**src/rtl/instruction_reader_if.sv**
```systemverilog
// Memory read port plus instruction handshake of instruction_reader.
// The master modport is the reader; the slave side is memory and consumer.
interface instruction_reader_if #(
  parameter int unsigned ADDR_W = 8,
  parameter int unsigned CNT_W  = 8
);
  logic              start;
  logic [ADDR_W-1:0] start_address;
  logic [CNT_W-1:0]  instr_count;
  logic [ADDR_W-1:0] direct_read_address;
  logic [7:0]        direct_read_data;
  logic [11:0]       instr;
  logic              instr_valid;
  logic              instr_ready;
  logic              busy;
  logic              done;
  logic              err;

  modport master (
    input  start, start_address, instr_count, direct_read_data, instr_ready,
    output direct_read_address, instr, instr_valid, busy, done, err
  );

  modport slave (
    output start, start_address, instr_count, direct_read_data, instr_ready,
    input  direct_read_address, instr, instr_valid, busy, done, err
  );
endinterface

```
**src/rtl/instruction_reader.sv**
```systemverilog
// Reads packed 1/2-byte instructions from memory and hands them out over a valid/ready port.
// Define INSTR_READER_FORMAT_CHECK_EN to flag opcode bytes with a nonzero low nibble on err.
module instruction_reader #(
  parameter int unsigned ADDR_W = 8,
  parameter int unsigned CNT_W  = 8
) (
  input  logic                 clk,
  input  logic                 resetN,
  instruction_reader_if.master bus
);

  typedef enum logic [2:0] {
    IDLE, OP_ADDR, OP_CAP, ARG_ADDR, ARG_CAP, OUT, FIN
  } state_e;

  // Opcodes below this value carry one operand byte.
  localparam logic [3:0] ARG_OP_LIMIT = 4'd3;

  state_e            state_q, state_d;
  logic [ADDR_W-1:0] ptr_q, ptr_d;
  logic [CNT_W-1:0]  cnt_q, cnt_d;
  logic [11:0]       instr_q, instr_d;
  logic              valid_q, valid_d;
  logic              busy_q, busy_d;
  logic              done_q, done_d;
  logic              accept;
  logic              fmt_bad;

`ifdef INSTR_READER_FORMAT_CHECK_EN
  logic err_q, err_d;

  assign fmt_bad = (state_q == OP_CAP) && (bus.direct_read_data[3:0] != 4'h0);

  // Sticky format error, cleared by any accepted start.
  always_comb begin
    err_d = err_q;
    if ((state_q == IDLE) && bus.start) err_d = 1'b0;
    if (fmt_bad) err_d = 1'b1;
  end

  always_ff @(posedge clk or negedge resetN) begin
    if (!resetN) err_q <= 1'b0;
    else         err_q <= err_d;
  end

  assign bus.err = err_q;
`else
  assign fmt_bad = 1'b0;
  assign bus.err = 1'b0;
`endif

  // Next-state and datapath.
  always_comb begin
    state_d = state_q;
    ptr_d   = ptr_q;
    cnt_d   = cnt_q;
    instr_d = instr_q;
    valid_d = 1'b0;
    accept  = (state_q == OUT) && valid_q && bus.instr_ready;

    unique case (state_q)
      IDLE: begin
        if (bus.start) begin
          if (bus.instr_count != '0) begin
            ptr_d   = bus.start_address;
            cnt_d   = bus.instr_count;
            state_d = OP_ADDR;
          end else begin
            state_d = FIN;
          end
        end
      end
      OP_ADDR: state_d = OP_CAP;
      OP_CAP: begin
        ptr_d   = ptr_q + ADDR_W'(1);
        instr_d = {bus.direct_read_data[7:4], 8'h00};
        if (fmt_bad)                                       state_d = FIN;
        else if (bus.direct_read_data[7:4] < ARG_OP_LIMIT) state_d = ARG_ADDR;
        else                                               state_d = OUT;
      end
      ARG_ADDR: state_d = ARG_CAP;
      ARG_CAP: begin
        ptr_d        = ptr_q + ADDR_W'(1);
        instr_d[7:0] = bus.direct_read_data;
        state_d      = OUT;
      end
      OUT: begin
        // valid rises one cycle after entering OUT and holds until accepted.
        if (accept) begin
          cnt_d   = cnt_q - CNT_W'(1);
          state_d = (cnt_q == CNT_W'(1)) ? FIN : OP_ADDR;
        end else begin
          valid_d = 1'b1;
        end
      end
      FIN:     state_d = IDLE;
      default: state_d = IDLE;
    endcase

    busy_d = (state_d != IDLE);
    done_d = (state_d == FIN);
  end

  always_ff @(posedge clk or negedge resetN) begin
    if (!resetN) begin
      state_q <= IDLE;
      ptr_q   <= '0;
      cnt_q   <= '0;
      instr_q <= '0;
      valid_q <= 1'b0;
      busy_q  <= 1'b0;
      done_q  <= 1'b0;
    end else begin
      state_q <= state_d;
      ptr_q   <= ptr_d;
      cnt_q   <= cnt_d;
      instr_q <= instr_d;
      valid_q <= valid_d;
      busy_q  <= busy_d;
      done_q  <= done_d;
    end
  end

  assign bus.direct_read_address = ptr_q;
  assign bus.instr               = instr_q;
  assign bus.instr_valid         = valid_q;
  assign bus.busy                = busy_q;
  assign bus.done                = done_q;

endmodule

```
**src/flat_wrapper.sv**
```systemverilog
// flat-port wrapper written by rule: the top's interface ports become plain ports
module instruction_reader_flat 
#(
  parameter int unsigned ADDR_W = 8,
  parameter int unsigned CNT_W  = 8
)
  (clk, resetN, bus_start, bus_start_address, bus_instr_count, bus_direct_read_data, bus_instr_ready, bus_direct_read_address, bus_instr, bus_instr_valid, bus_busy, bus_done, bus_err);
  instruction_reader_if #(.ADDR_W(ADDR_W), .CNT_W(CNT_W)) bus_i ();
  input  logic clk;
  input  logic resetN;
  input wire logic [$bits(bus_i.start)-1:0] bus_start;
  input wire logic [$bits(bus_i.start_address)-1:0] bus_start_address;
  input wire logic [$bits(bus_i.instr_count)-1:0] bus_instr_count;
  input wire logic [$bits(bus_i.direct_read_data)-1:0] bus_direct_read_data;
  input wire logic [$bits(bus_i.instr_ready)-1:0] bus_instr_ready;
  output wire logic [$bits(bus_i.direct_read_address)-1:0] bus_direct_read_address;
  output wire logic [$bits(bus_i.instr)-1:0] bus_instr;
  output wire logic [$bits(bus_i.instr_valid)-1:0] bus_instr_valid;
  output wire logic [$bits(bus_i.busy)-1:0] bus_busy;
  output wire logic [$bits(bus_i.done)-1:0] bus_done;
  output wire logic [$bits(bus_i.err)-1:0] bus_err;
  assign bus_i.start = bus_start;
  assign bus_i.start_address = bus_start_address;
  assign bus_i.instr_count = bus_instr_count;
  assign bus_i.direct_read_data = bus_direct_read_data;
  assign bus_i.instr_ready = bus_instr_ready;
  assign bus_direct_read_address = bus_i.direct_read_address;
  assign bus_instr = bus_i.instr;
  assign bus_instr_valid = bus_i.instr_valid;
  assign bus_busy = bus_i.busy;
  assign bus_done = bus_i.done;
  assign bus_err = bus_i.err;
  instruction_reader #(.ADDR_W(ADDR_W), .CNT_W(CNT_W)) u_core (.clk(clk), .resetN(resetN), .bus(bus_i));
endmodule
```
**config.mk**
```make
export PLATFORM = sky130hd
export DESIGN_NAME = instruction_reader_flat
export DESIGN_NICKNAME = d
export VERILOG_FILES = /design/src/rtl/instruction_reader_if.sv /design/src/rtl/instruction_reader.sv /design/src/flat_wrapper.sv
export SDC_FILE = /design/constraint.sdc
export NUM_CORES = 1
export LEC_CHECK = 0
export BUFFER_PORTS_ARGS = -buffer_cell sky130_fd_sc_hd__buf_2
export CORE_ASPECT_RATIO = 0.9
export CORE_MARGIN = 1.5
export CORE_UTILIZATION = 30
export CTS_CLUSTER_SIZE = 8
export DETAILED_ROUTE_END_ITERATION = 10
export GPL_TIMING_DRIVEN = 1
export PLACE_DENSITY = 0.5
export SYNTH_ARGS = -nofsm -noshare
export SYNTH_HDL_FRONTEND = slang
export SYNTH_SLANG_ARGS = --single-unit
```
**constraint.sdc**
```tcl
create_clock -name clk -period 2.4 [get_ports clk]
set_input_delay 0.12 -clock clk [delete_from_list [all_inputs] [get_ports clk]]
set_output_delay 0.12 -clock clk [all_outputs]
set_load 0.02 [all_outputs]
```
Word-level counts from Yosys, hierarchy flattened. Cells that the tools add are included.

Output and inout bits: 24. Word-level logic and storage cells: 48. Input bits: 28. Register bits: 34.

Reduce and logical (&&, ||, !) cells: 11. Magnitude comparators: 1. Equal/unequal tests: 10. Muxes and demuxes: 16. Add/subtract/negate cells: 2.

Operators with widths (count): $pmux 8 s2 (3); $mux 8 (5); $pmux 3 s6 (1); $mux 3 (5); $eq 3x3->1 const B (3); $add 8x1->8 const B (1); $eq 8x1->1 const B (1); $reduce_bool 8->1 (1); $sub 8x1->8 const B (1); $eq 3x2->1 const B (2); $reduce_bool 2->1 (3); $lt 4x2->1 const B (1); $ne 2x1->1 const B (2); $reduce_and 4->1 (1); $eq 3x1->1 const B (1); $logic_not 3->1 (1); $reduce_and 3->1 (1); $reduce_bool 3->1 (1); $logic_and 1x1->1 (2); $mux 1 (2); $ne 2x2->1 const B (1); $reduce_or 2->1 (1).

Logic depth before layout (Yosys ltp).
Depth in word-level cells: 6. Gate-level depth with buffers: 6. Depth with buffers taken out: 6.

Least setup slack after synthesis. Ideal clock, no wire load.

Path type: register -> register. Start point: register u_core.cnt_q[3]. End point: register u_core.state_q[2]. Stages on the path, launching flop included: 5. Library setup time: 0.066 ns. Slack: 0.553 ns. Path buffers: 0. Required time: 2.334 ns. Arrival time: 1.781 ns. Period minus slack after synthesis: 1.847 ns. Cell sequence: dfrtp_1 or4_4 or4b_4 a211o_1 nand3_2.

Cells in the longest elaborated chain, start to end: 4.

Ends and longest elaborated chain: start: declaration (line instruction_reader.sv:21) `logic [CNT_W-1:0] cnt_q, cnt_d;`; start signal: assignment (line instruction_reader.sv:116) `cnt_q <= cnt_d;`; $eq 8x1->1 (line instruction_reader.sv:91) `state_d = (cnt_q == CNT_W'(1)) ? FIN : OP_ADDR;`; $mux 3 (line instruction_reader.sv:91); $mux 3 (line instruction_reader.sv:89) `if (accept) begin`; $pmux 3 s6 (line instruction_reader.sv:61) `unique case (state_q)`; via u_core.state_d[2] (line instruction_reader.sv:19) `state_e state_q, state_d;`; end signal: assignment (line instruction_reader.sv:114) `state_q <= state_d;`; end: declaration (line instruction_reader.sv:19).

The timed path passes the listed nets, and every way through them passes these cells. A chain may end at the register's enable or synchronous reset.

Worst setup path after layout.
Start point: register u_core.state_q[2]. End point: register u_core.ptr_q[1] (netlist: u_core.bus.direct_read_address[1]).

Cells in the longest elaborated chain, start to end: 4. Elaborated cells between the ends (all ways): 9. Those cells by class: eq/ne (4); mux (1); reduce/logical (4).

Ends and longest elaborated chain: $eq 3x3->1 / $eq 3x2->1 (equally long branches) (line instruction_reader.sv:61); $reduce_or 2->1 (no line); $reduce_bool 2->1 (no line); $reduce_and 3->1 (no line); end signal: assignment (line instruction_reader.sv:115) `ptr_q <= ptr_d;`; end: declaration (line instruction_reader.sv:20) `logic [ADDR_W-1:0] ptr_q, ptr_d;`.

Several ways; a longest one is shown, not always the timed one.

==> impl_results.md <==
* Sequential area share after synthesis at approximately 47%
* Fin. Hold Viols at 0
* Post-synth top cells: 34 x dfrtp_1, 16 x nand2_1, 15 x nor2_1, 15 x o21ai_0
* Pwr Density at 1400 mW/mm^2
* Slew of the pin with the lowest slew margin at between 700 and 800 ps
* Layout Cells excl Fill at 316
* GPL Wtd Cong at 0.829
* Initial core utilization at 31.7%
* Post-synth top flop: dfrtp_1
* DP Cell Count at 307
* Yosys reg bits at 34
* Area leader, netlist: dfrtp_1
* Clk buf depth at 2
* Required time of the critical path at 2580 ps
* Share of the synthesized area in the top cell type at about 47%
* Vias at 1,690
* EDFF count, synth at 0
* Overall routed net length at 4830 um
* Final nets at 276
* Pleak at 0.998 nW
* Largest net degree at the start of global routing at 35
* Worst VDD drop at approximately 300 uV
* IO buf count at 50
* Hold Slack at 21.8 ps
* Final setup viols at 0
* Pre-Repair DR Iteration Count at 7
* First-pass GRT wire length at 8110 um
* Failing checks: DRC
* Crit Path Max Fanout at 16
* 1st-iter DRT viols at 97
* Outcome: finished with violations
* Syn Inst Count at about 190
* Layout Skew at 11.6 ps
* Fin. max-slew vios at 0
* CTS H-Tree Depth at 2
* IO Count at 52
* Post-synthesis cell area at 0.00182 mm^2
* Number of distinct library cells after synthesis at 51
* Clock root cell: clkbuf_8
* Gr usage total at 15.6%
* FMAX at between 0.4 and 0.5 GHz
* CTS buffer count at 5
* DP HPWL at about 3400 um
* Slew HR at about half
* Layout cells sized above 1 at 30.1%
* Avg Synthesized Cell Area at ~9.6 um^2
* Yosys Warn Count at 0
* Worst skew pair latency at 290 ps
* Synthesized Nets at 222
* # rows at 26
* Min-delay worst type: primary input to flop
* Routed len/inst at 15.3 um
* Ranking of synthesized cells by area: dfrtp_1 47%, o21ai_0 4.1%, a22oi_1 3.3%
* Top-count cell post-synth: dfrtp_1
* Clk sinks at 34
* Number of diodes at 0
* Critical Path End Type: flop
* Total core area at 0.00576 mm^2
* Antenna violations before repair at 0
* Hold-fix buffers, CTS at 1
* Die width at 85.2 um
* Post-CTS Setup Bufs at 0
* Die area at 0.00656 mm^2
* Grt total ovfl at 0
* CP Class: flop to flop
* Worst Path Arrival at 2230 ps
* Vias in the first global route at between 1,500 and 2,000
* Worst setup SP type: flop
* DRC errors left at 5
* Area growth from synthesis to layout at 24.8%
* Async SR Flop Fraction at 100%
* Fin Setup TNS at 0 ps
* Worst-path clk slew at 80 ps
* Die height at 77.0 um
* Min cycle time layout at 2050 ps
* # Max-Cap Violations at 0
* RSZ-0062 raised after global routing: false
* FF-to-FF setup slack at 350 ps
* Post_cts resized at 0
* Vias/cell at 5.35
* # fillers at approximately 560
* CTS tree: yes
* Post-route clock period utilization at 85.4%
* Antenna Violating Nets Remaining at 0
## registers in the layout (all words and copies together) (netlist names)
register / flops
u_core.bus.direct_read_address: 8
u_core.bus.instr: 12
u_core.bus.busy: 1
u_core.state_q: 3
u_core.bus.instr_valid: 1
u_core.cnt_q: 8
u_core.bus.done: 1
## worst paths after layout
check,from,to,cells after the start
min in group asynchronous,resetN,u_core.bus.direct_read_address[3]$_DFFE_PN0P_,2
hold reg to reg,u_core.bus.direct_read_address[7]$_DFFE_PN0P_,u_core.bus.direct_read_address[7]$_DFFE_PN0P_,1
hold / removal,bus_instr_ready,u_core.bus.instr_valid$_DFF_PN0_,2
setup / recovery,u_core.state_q[2]$_DFF_PN0_,u_core.bus.direct_read_address[1]$_DFFE_PN0P_,4
setup reg to reg,u_core.state_q[2]$_DFF_PN0_,u_core.bus.direct_read_address[1]$_DFFE_PN0P_,4
max in group asynchronous,resetN,u_core.bus.instr[11]$_DFFE_PN0P_,2
## layout make-up
type / count / area (um^2) / area share [%]
Clock buffer: 7 / 76.3 / 3.35
Sequential cell: 34 / 851 / 37.4
Timing Repair Buffer: 57 / 305 / 13.4
Inverter: 5 / 18.8 / 0.824
Clock inverter: 1 / 30.0 / 1.32
Tap cell: 70 / 87.6 / 3.85
Multi-Input combinational cell: 142 / 908 / 39.9
## power breakdown
group	switching, mW	internal, mW	leakage, nW
logic	0.906	0.624	0.543
registers	0.290	0.851	0.403
clock network	0.217	0.311	0.0524
total	1.41	1.79	0.998
## logic make-up after synthesis
kind of cell,count (synthesis),share of synthesized area [%]
AO/OA/AOI/OAI,63,23.7
adder cells (fa/ha/maj),3,2.06
AND/OR/NAND/NOR,69,20.4
flip-flops,34,46.6
other,1,0.206
buffers and inverters,15,3.57
XOR/XNOR,1,0.480
multiplexers,5,3.02
## layout by cell type, fill, tap and decap left out, types with 5 or more instances in the layout
master    count
nand3_1       6
nand2_1      16
nor3_1       10
dfrtp_1      34
buf_2        50
buf_4         6
a21oi_1      10
o21ai_0      15
clkbuf_8      5
nor2_1       15
a22oi_1       8
## critical path, cell delays in order, from the launching register on
cell	delay [ps]
dfrtp_1	510
nor4b_2	550
o21ai_2	360
and3_1	270
a221o_1	260
## metal layers
layer	share of wire (%)	vias up	GRT usage, %
met5	0	-	0
met4	1.1	0	6.23
met3	5.5	5	3.55
met2	46	45	22.9
met1	48	803	22.1
li1	-	837	-
## per-stage QoR
stage / utilization [%] / worst slack (ps) / power, mW / cell area, um^2
CTS: 39.5 / 352 / 3.23 / 2280
detailed placement: 37.5 / 310 / 2.69 / 2160
finish: 39.5 / 350 / 3.20 / 2280
floorplan: - / 553 / 2.20 / 1820
global route: 39.5 / 154 / 3.47 / 2280
global placement: 37.5 / 369 / 2.68 / 2160
Power figures use the tool's default switching activity.
